<file path="config.mk">
export PLATFORM = sky130hd
export DESIGN_NAME = step_counter_fsm
export DESIGN_NICKNAME = d
export VERILOG_FILES = /design/src/rtl/step_counter_fsm.sv
export SDC_FILE = /design/constraint.sdc
export NUM_CORES = 1
export LEC_CHECK = 0
export ABC_CLOCK_PERIOD_IN_PS = 3600
export CORE_ASPECT_RATIO = 0.9
export CORE_MARGIN = 1.5
export CORE_UTILIZATION = 40
export DETAILED_ROUTE_END_ITERATION = 16
export SLEW_MARGIN = 0
export SYNTH_ARGS = -nofsm -noshare
export SYNTH_HDL_FRONTEND = slang
export SYNTH_SLANG_ARGS = --single-unit
export TNS_END_PERCENT = 5
</file>
<file path="constraint.sdc">
create_clock -name div_clk -period 3.6 [get_ports div_clk]
set_input_delay 0.72 -clock div_clk [delete_from_list [all_inputs] [get_ports div_clk]]
set_output_delay 0.72 -clock div_clk [all_outputs]
set_load 0.1 [all_outputs]
</file>
<file path="src/rtl/step_counter_fsm.sv">
// step_counter_fsm: responder side of the go/done counter handshake.
// Accepts a go, latches range/step/direction, counts once per div_clk, then pulses done.
// Ports:
//   div_clk, rst (async, active-high)
//   go, abort, dir, start_val, end_val, step (inputs)
//   out, busy, done (registered outputs)
module step_counter_fsm #(
  parameter int WIDTH = 4
) (
  input  logic             div_clk,
  input  logic             rst,
  input  logic             go,
  input  logic             abort,
  input  logic             dir,
  input  logic [WIDTH-1:0] start_val,
  input  logic [WIDTH-1:0] end_val,
  input  logic [WIDTH-1:0] step,
  output logic [WIDTH-1:0] out,
  output logic             busy,
  output logic             done
);

  typedef enum logic [1:0] {
    IDLE  = 2'd0,
    COUNT = 2'd1,
    DONE  = 2'd2
  } state_t;

  localparam logic [WIDTH-1:0] ONE = {{(WIDTH-1){1'b0}}, 1'b1};

  state_t           state_q;
  logic [WIDTH-1:0] out_q;
  logic             busy_q;
  logic             done_q;
  logic             dir_q;
  logic [WIDTH-1:0] end_q;
  logic [WIDTH-1:0] step_q;

  logic             accept;
  logic [WIDTH-1:0] step_eff;
  logic [WIDTH:0]   sum_w;
  logic [WIDTH:0]   lim_w;
  logic [WIDTH-1:0] up_d;
  logic [WIDTH-1:0] dn_d;
  logic [WIDTH-1:0] cnt_d;

  // go is only honoured in IDLE/DONE and loses to abort.
  assign accept = go && !abort &&
                  ((state_q == IDLE) || (state_q == DONE));

  assign step_eff = (step == '0) ? ONE : step;

  // One extra bit so end+step or out+step never aliases.
  assign sum_w = {1'b0, out_q} + {1'b0, step_q};
  assign lim_w = {1'b0, end_q} + {1'b0, step_q};

  assign up_d = (sum_w >= {1'b0, end_q}) ?
                end_q : sum_w[WIDTH-1:0];
  assign dn_d = ({1'b0, out_q} <= lim_w) ?
                end_q : (out_q - step_q);
  assign cnt_d = dir_q ? up_d : dn_d;

  always_ff @(posedge div_clk or posedge rst) begin
    if (rst) begin
      state_q <= IDLE;
      out_q   <= '0;
      busy_q  <= 1'b0;
      done_q  <= 1'b0;
      dir_q   <= 1'b0;
      end_q   <= '0;
      step_q  <= ONE;
    end else begin
      if (accept) begin
        dir_q   <= dir;
        end_q   <= end_val;
        step_q  <= step_eff;
        out_q   <= start_val;
        state_q <= COUNT;
        busy_q  <= 1'b1;
        done_q  <= 1'b0;
      end else begin
        unique case (state_q)
          IDLE: begin
            busy_q <= 1'b0;
            done_q <= 1'b0;
          end
          COUNT: begin
            if (abort) begin
              state_q <= IDLE;
              busy_q  <= 1'b0;
            end else if (out_q == end_q) begin
              state_q <= DONE;
              busy_q  <= 1'b0;
              done_q  <= 1'b1;
            end else begin
              out_q <= cnt_d;
            end
          end
          DONE: begin
            state_q <= IDLE;
            done_q  <= 1'b0;
          end
          default: begin
            state_q <= IDLE;
            busy_q  <= 1'b0;
            done_q  <= 1'b0;
          end
        endcase
      end
    end
  end

  assign out  = out_q;
  assign busy = busy_q;
  assign done = done_q;

endmodule
</file>
==> results of run 1 <==
-- routing by layer --
metal | part of all wire | vias to the layer above | global-route usage
li1 | - | 538 | -
met1 | 0.49 | 512 | 0.235
met5 | 0 | - | 0
met2 | 0.44 | 24 | 0.296
met3 | 0.039 | 6 | 0.0402
met4 | 0.021 | 0 | 0.0655
-- sequential cells by signal (all words and copies together), names as in the netlist --
| signal | count |
|---|---|
| busy | 1 |
| dir_q | 1 |
| done | 1 |
| end_q | 4 |
| out | 4 |
| state_q | 2 |
| step_q | 4 |
-- logic make-up after synthesis --
logic type | count (synthesis) | synth area share
flip-flops | 17 | 0.308
AO/OA/AOI/OAI | 33 | 0.173
buffers and inverters | 21 | 0.0668
AND/OR/NAND/NOR | 31 | 0.120
adder cells (fa/ha/maj) | 22 | 0.215
multiplexers | 7 | 0.0542
XOR/XNOR | 10 | 0.0632
-- cell usage in the layout, fill, tap and decap left out, types with 2 or more instances in the layout --
cell                              count
sky130_fd_sc_hd__nand2_1             11
sky130_fd_sc_hd__nor3_1               2
sky130_fd_sc_hd__ha_1                19
sky130_fd_sc_hd__o21ai_0             10
sky130_fd_sc_hd__mux2i_1              3
sky130_fd_sc_hd__a22oi_1              2
sky130_fd_sc_hd__a21o_1               3
sky130_fd_sc_hd__nand2b_1             2
sky130_fd_sc_hd__dfrtp_1             16
sky130_fd_sc_hd__xnor2_1              6
sky130_fd_sc_hd__o31ai_1              2
sky130_fd_sc_hd__mux2_2               4
sky130_fd_sc_hd__clkbuf_8             3
sky130_fd_sc_hd__xor2_1               4
sky130_fd_sc_hd__nor2_1               8
sky130_fd_sc_hd__inv_1               15
sky130_fd_sc_hd__buf_4                3
sky130_fd_sc_hd__a21oi_1              6
sky130_fd_sc_hd__clkdlybuf4s50_1     20
sky130_fd_sc_hd__fa_1                 3
-- stage by stage --
step / power, mW / setup WS (ns) / util
CTS: 1.66 / 0.758 / 0.501
finish: 1.65 / 0.765 / 0.501
global placement: 1.47 / 0.829 / 0.486
detailed placement: 1.50 / 0.762 / 0.486
floorplan: 1.25 / 0.499 / -
global route: 1.80 / 0.595 / 0.501
-- final cells by class --
type,instances,area [µm²]
Fill cell,323,1670
Inverter,16,60.1
Timing Repair Buffer,23,223
Clock buffer,3,41.3
Sequential cell,17,427
Tap cell,44,55.1
Multi-Input combinational cell,103,866
Clock inverter,1,7.51
-- final timing paths --
kind,cells past startpoint,endpoint,from
setup / recovery,9,out[2]$_DFFE_PP0P_,step_q[0]$_DFFE_PP1P_
hold / removal,1,state_q[1]$_DFFE_PP0P_,state_q[1]$_DFFE_PP0P_
setup reg to reg,9,out[2]$_DFFE_PP0P_,step_q[0]$_DFFE_PP1P_
hold reg to reg,1,state_q[1]$_DFFE_PP0P_,state_q[1]$_DFFE_PP0P_
max in group asynchronous,2,end_q[2]$_DFFE_PP0P_,rst
min in group asynchronous,2,busy$_DFFE_PP0P_,rst
-- power groups by stage --
stage | Combinational (mW) | Clock, mW | Sequential, mW
after floorplan | 0.756 | 0 | 0.490
after global placement | 1.12 | 0 | 0.350
after detailed placement | 1.15 | 0 | 0.353
after CTS | 1.15 | 0.154 | 0.350
after global routing | 1.28 | 0.164 | 0.360
final | 1.15 | 0.153 | 0.348
==> impl_metrics.sql, run 1 <==
INSERT INTO impl_metrics (metric_group, metric, value, unit) VALUES
('die', 'die_width', '65.0', 'µm'),
('timing', 'worst_hold_slack', '0.457', 'ns'),
('place', 'detailed_place.area', '1630', 'µm²'),
('die', 'initial_core_util', '0.413', ''),
('finish', 'area_growth', '21.2', '%'),
('finish', 'antenna-diode-count', '0', ''),
('timing', 'rsz0062_at_grt', 'no', ''),
('critical_path', 'crit_path_frequent_cell', 'sky130_fd_sc_hd__ha_1', ''),
('critical_path', 'cell_breakdown_of_the_critical_path', 'ha_1 -> inv_1 -> fa_1 -> xor2_1 -> ha_1 -> a41o_1 -> a221o_1 -> a2111oi_2 -> o31ai_1', ''),
('critical_path', 'nature_of_the_critical_path_endpoint', 'flop', ''),
('timing', 'achievable-frequency', '353', 'MHz'),
('clock_tree', 'hold_buffers', '0', ''),
('yosys', 'ys_ff_latch', '17', ''),
('yosys', 'seq_area_frac_synth', '0.308', ''),
('yosys', 'synth.top_cells.by_count', '19 x sky130_fd_sc_hd__ha_1, 16 x sky130_fd_sc_hd__dfrtp_1, 15 x sky130_fd_sc_hd__inv_1', ''),
('clock_tree', 'tritoncts_num_sinks', '17', ''),
('min_path', 'hold_class', 'flop to flop', ''),
('timing', 'actual_transition_at_the_worst_max_transition_pin', '0.961', 'ns'),
('global_routing', 'wire_length_of_the_first_global_routing_pass', '5.13', 'mm'),
('routing', 'total_via_count_after_detailed_routing', '1080', ''),
('yosys', 'yosysMostFrequentCell', 'sky130_fd_sc_hd__ha_1', ''),
('critical_path', 'criticalPathCategory', 'flop to flop', ''),
('routing', 'route.detailed.wl_per_inst', '14.5', 'µm'),
('critical_path', 'cp_slowest_cell', 'sky130_fd_sc_hd__dfstp_2', ''),
('critical_path', 'timing.critical_path.slowest_cell_delay', '0.56', 'ns'),
('routing', 'drtAntennaViolNets', '0', ''),
('status', 'status', 'completed', ''),
('routing', 'first_drt_iteration_drcs', '78', ''),
('critical_path', 'setup.worst_path.start_class', 'flop', ''),
('timing', 'timing.final.crit_period', '2.84', 'ns'),
('timing', 'timing.final.setup_violations', '0', ''),
('power', 'power.share.switching', '0.506', ''),
('clock_tree', 'number_of_buffers_inserted_during_clock_tree_synthesis', '3', ''),
('routing', 'totalWireLength', '3.01', 'mm'),
('clock_tree', 'cts_resized', '0', ''),
('clock_tree', 'cts-root-to-sink-buffers', '2', ''),
('critical_path', 'worstPathBufferInverterCount', '1', ''),
('power', 'seq_power_share', '0.211', ''),
('finish', 'design.final.nets', '203', ''),
('yosys', 'post_synth_main_area_contributors', 'sky130_fd_sc_hd__dfrtp_1 29%, sky130_fd_sc_hd__ha_1 17%, sky130_fd_sc_hd__fa_1 4.3%', ''),
('timing', 'post_route_setup_tns', '0', 'ns'),
('critical_path', 'r2r_slack', '0.76', 'ns'),
('die', 'die-area', '3830', 'µm²'),
('timing', 'fin_worst_skew', '0.00696', 'ns'),
('yosys', 'synth_largest_area_cell', 'sky130_fd_sc_hd__dfrtp_1', ''),
('yosys', 'syn_area_per_cell', '9.82', 'µm²'),
('yosys', 'synthesis.yosys.warnings', '0', ''),
('critical_path', 'path_max_fanout', '6', ''),
('power', 'cellLeakagePower', '0.784', 'nW'),
('critical_path', 'critPathArrivalTime', '2.97', 'ns'),
('finish', 'layout.cell_area.non_filler', '1680', 'µm²'),
('global_routing', 'grt_antenna_before_repair', '0', ''),
('routing', 'post-route-drc-count', '0', ''),
('routing', 'dr.pass1.iters', '4', ''),
('global_routing', 'maximum_number_of_pins_on_one_net_before_global_route_repair', '26', ''),
('clock_tree', 'cts_tree', 'yes', ''),
('yosys', 'synth_async_sr_flop_share', '1.00', ''),
('finish', 'post_layout_nonfiller_instances', '207', ''),
('power', 'power.density', '982', 'nW/µm²'),
('die', 'rows', '20', ''),
('die', 'core', '3350', 'µm²'),
('timing', 'final-hold-violation-count', '0', ''),
('yosys', 'synth_edf_count', '0', ''),
('timing', 'min_period_over_period', '0.788', ''),
('global_routing', 'first_global_vias', '1107', ''),
('flow_run', 'cap_viol_max_count', '0', ''),
('place', 'hpwlAfterDp', '2.42', 'mm'),
('power', 'power.share.combinational', '0.696', ''),
('clock_tree', 'cts_setup_buffers', '0', ''),
('power', 'clock_power_share', '0.093', ''),
('yosys', 'synth.lib_cells_used.distinct', '41', '');
Power figures use the tool's default switching activity.
==> run 2, diff against run 1 <==
--- a/config.mk
+++ b/config.mk
@@ -5,11 +5,12 @@
 export SDC_FILE = /design/constraint.sdc
 export NUM_CORES = 1
 export LEC_CHECK = 0
-export ABC_CLOCK_PERIOD_IN_PS = 3600
+export ABC_CLOCK_PERIOD_IN_PS = 2550
 export CORE_ASPECT_RATIO = 0.9
 export CORE_MARGIN = 1.5
 export CORE_UTILIZATION = 40
 export DETAILED_ROUTE_END_ITERATION = 16
+export PLACE_DENSITY = 0.65
 export SLEW_MARGIN = 0
 export SYNTH_ARGS = -nofsm -noshare
 export SYNTH_HDL_FRONTEND = slang
==> constraint.sdc (replaced) <==
create_clock -name div_clk -period 2.55 [get_ports div_clk]
set_input_delay 0.51 -clock div_clk [delete_from_list [all_inputs] [get_ports div_clk]]
set_output_delay 0.51 -clock div_clk [all_outputs]
set_load 0.1 [all_outputs]
==> impl_metrics.sql, run 2 (same netlist as run 1, synthesis figures left out) <==
INSERT INTO impl_metrics (metric_group, metric, value, unit) VALUES
('power', 'cellLeakagePower', '0.905', 'nW'),
('power', 'power.share.combinational', '0.754', ''),
('timing', 'min_period_over_period', '1.07', ''),
('power', 'power.share.switching', '0.472', ''),
('timing', 'worst_slew_margin_rel', '0.558', ''),
('routing', 'total_via_count_after_detailed_routing', '1171', ''),
('timing', 'actual_transition_at_the_worst_max_transition_pin', '0.663', 'ns'),
('global_routing', 'maximum_number_of_pins_on_one_net_before_global_route_repair', '18', ''),
('finish', 'design.final.nets', '225', ''),
('critical_path', 'cell_breakdown_of_the_critical_path', 'ha_1 -> a21o_1 -> a21oi_1 -> xor2_1 -> ha_1 -> a41o_1 -> a221o_2 -> mux2i_1 -> nand3b_1 -> o311ai_1', ''),
('timing', 'fin_worst_skew', '0.00376', 'ns'),
('clock_tree', 'number_of_buffers_inserted_during_clock_tree_synthesis', '3', ''),
('critical_path', 'timing.critical_path.slowest_cell_delay', '0.40', 'ns'),
('power', 'power.density', '1420', 'nW/µm²'),
('critical_path', 'setup.worst_path.start_class', 'flop', ''),
('critical_path', 'nature_of_the_critical_path_endpoint', 'flop', ''),
('routing', 'first_drt_iteration_drcs', '94', ''),
('global_routing', 'wire_length_of_the_first_global_routing_pass', '5.71', 'mm'),
('timing', 'timing.final.setup_violations', '4', ''),
('timing', 'final-hold-violation-count', '0', ''),
('critical_path', 'critPathTopFamily', 'compound AO/OA/AOI/OAI gates', ''),
('critical_path', 'cp_slowest_cell', 'sky130_fd_sc_hd__dfrtp_1', ''),
('critical_path', 'crit_path_frequent_cell', 'sky130_fd_sc_hd__ha_1', ''),
('critical_path', 'criticalPathCategory', 'flop to flop', ''),
('critical_path', 'path_max_fanout', '6', ''),
('clock_tree', 'cts_tree', 'yes', ''),
('die', 'die_width', '65.0', 'µm'),
('flow_run', 'cap_viol_max_count', '0', ''),
('clock_tree', 'worst_skew_pair.late_latency', '0.25', 'ns'),
('die', 'die_height', '58.8', 'µm'),
('power', 'max-vdd-ir-drop', '681', 'µV'),
('global_routing', 'overflow', '0', ''),
('die', 'core', '3350', 'µm²'),
('routing', 'route.detailed.wl_per_inst', '15.1', 'µm'),
('global_routing', 'first_global_vias', '1220', ''),
('routing', 'drtAntennaViolNets', '0', ''),
('global_routing', 'globalRouteTotalUtil', '0.199', ''),
('die', 'rows', '20', ''),
('finish', 'layout_common_cells', '29 x sky130_fd_sc_hd__buf_4, 16 x sky130_fd_sc_hd__clkdlybuf4s50_1, 15 x sky130_fd_sc_hd__inv_1, 15 x sky130_fd_sc_hd__ha_1, 12 x sky130_fd_sc_hd__dfrtp_1', ''),
('die', 'io_pins', '23', ''),
('min_path', 'hold_class', 'flop to flop', ''),
('clock_tree', 'tritoncts_num_sinks', '17', ''),
('power', 'internal_power', '1.43', 'mW'),
('power', 'seq_power_share', '0.171', ''),
('power', 'clock_power_share', '0.075', ''),
('timing', 'achievable-frequency', '366', 'MHz'),
('routing', 'post-route-drc-count', '0', ''),
('timing', 'timing.final.ws_setup', '-0.179', 'ns'),
('clock_tree', 'cts.root.buffer_cell', 'sky130_fd_sc_hd__clkbuf_8', ''),
('finish', 'antenna-diode-count', '0', ''),
('die', 'initial_core_util', '0.413', ''),
('critical_path', 'crit_required', '2.69', 'ns'),
('clock_tree', 'cts-root-to-sink-buffers', '2', ''),
('clock_tree', 'h-tree-depth', '1', ''),
('critical_path', 'worstPathBufferInverterCount', '0', ''),
('clock_tree', 'hold_buffers', '0', ''),
('timing', 'rsz0062_at_grt', 'yes', ''),
('timing', 'worst_hold_slack', '0.464', 'ns'),
('routing', 'totalWireLength', '3.45', 'mm'),
('power', 'switchingPower', '1.28', 'mW'),
('routing', 'detail_route.vias_per_cell', '5.11', ''),
('die', 'die-area', '3830', 'µm²'),
('place', 'place.port_buffers', '22', ''),
('power', 'total_power', '2.72', 'mW'),
('status', 'status', 'finished, violations left', ''),
('timing', 'report.final.slew_viol_count', '0', ''),
('timing', 'timing.final.crit_period', '2.73', 'ns'),
('critical_path', 'critPathArrivalTime', '2.87', 'ns'),
('status', 'violated_checks', 'setup timing', ''),
('place', 'hpwlAfterDp', '2.67', 'mm'),
('routing', 'dr.pass1.iters', '4', ''),
('clock_tree', 'clkSlewWorstSetupHoldPaths', '0.07', 'ns'),
('finish', 'area_growth', '37.9', '%'),
('finish', 'final_layout_size_suffix_gt1_frac', '0.303', ''),
('place', 'gp_congestion', '0.833', ''),
('finish', 'commonest_non_fill_non_tap_cell_in_the_layout', 'sky130_fd_sc_hd__buf_4', ''),
('global_routing', 'grt_antenna_before_repair', '0', '');
## run 2: cell types whose count changed in the layout (fill, tap and decap cells not counted), sizes merged
cell,previous run,this run
buf,3,29
clkdlybuf4s50,20,16
clkbuf,3,4
clkinvlp,1,0
## run 2: path summary, 6_finish.rpt
check / startpoint / endpoint / slack (ns) / cells past startpoint
worst min register to register: state_q[1]$_DFFE_PP0P_ / state_q[1]$_DFFE_PP0P_ / 0.46 / 1
worst max register to register: end_q[1]$_DFFE_PP0P_ / out[0]$_DFFE_PP0P_ / -0.18 / 10
max in group asynchronous: rst / out[2]$_DFFE_PP0P_ / 1.41 / 2
worst max-delay path: end_q[1]$_DFFE_PP0P_ / out[0]$_DFFE_PP0P_ / -0.18 / 10
min in group asynchronous: rst / out[0]$_DFFE_PP0P_ / 0.65 / 2
worst min-delay path: state_q[1]$_DFFE_PP0P_ / state_q[1]$_DFFE_PP0P_ / 0.46 / 1
## run 2: layout make-up
cell class / count / area, µm²
multi-input cells: 103 / 936
flip-flops and latches: 17 / 437
inverters: 16 / 60.1
repair buffers: 45 / 378
fillers: 299 / 1440
clock buffers: 4 / 45.0
well taps: 44 / 55.1
## run 2: metal layers
layer | part of all wire | vias up | track usage | wire length, µm
li1 | - | 584 | - | -
met1 | 0.48 | 558 | 0.255 | 1650
met2 | 0.48 | 27 | 0.355 | 1650
met3 | 0.038 | 2 | 0.0459 | 131
met4 | 0.0046 | 0 | 0.0298 | 16
met5 | 0 | - | 0 | 0
## run 2: power groups by stage
stage / registers (mW) / logic (mW) / clock network [mW]
CTS: 0.465 / 2.01 / 0.206
floorplan: 0.710 / 1.12 / 0
detailed placement: 0.463 / 1.92 / 0
finish: 0.464 / 2.05 / 0.203
global placement: 0.460 / 1.86 / 0
global route: 0.475 / 2.24 / 0.217
## run 2: repair_timing
action	4_1_cts	5_1_grt
pin swaps	6	0
endpoints found under the hold margin	0	0
setup buffers	1	0
setup endpoints to repair	4	4
resized for setup	6	3
## run 2: worst reg2reg max path: stages, from the launching register on
cell	delay, ns
sky130_fd_sc_hd__dfrtp_1	0.40
sky130_fd_sc_hd__ha_1	0.30
sky130_fd_sc_hd__a21o_1	0.17
sky130_fd_sc_hd__a21oi_1	0.17
sky130_fd_sc_hd__xor2_1	0.17
sky130_fd_sc_hd__ha_1	0.28
sky130_fd_sc_hd__a41o_1	0.24
sky130_fd_sc_hd__a221o_2	0.37
sky130_fd_sc_hd__mux2i_1	0.26
sky130_fd_sc_hd__nand3b_1	0.14
sky130_fd_sc_hd__o311ai_1	0.11
## run 2: through the flow
step           setup WS (ns)  instances  area (µm²)  utilization  TNS (ns)
2_1_floorplan         -0.150        141        1420            -    -0.421
3_3_place_gp          -0.182        224        1810        0.539    -0.547
3_5_place_dp          -0.252        224        1810        0.539    -0.808
4_1_cts               -0.148        229        1900        0.567    -0.480
5_1_grt               -0.303        229        1910        0.570     -1.06
6_report              -0.179        229        1910        0.570    -0.473
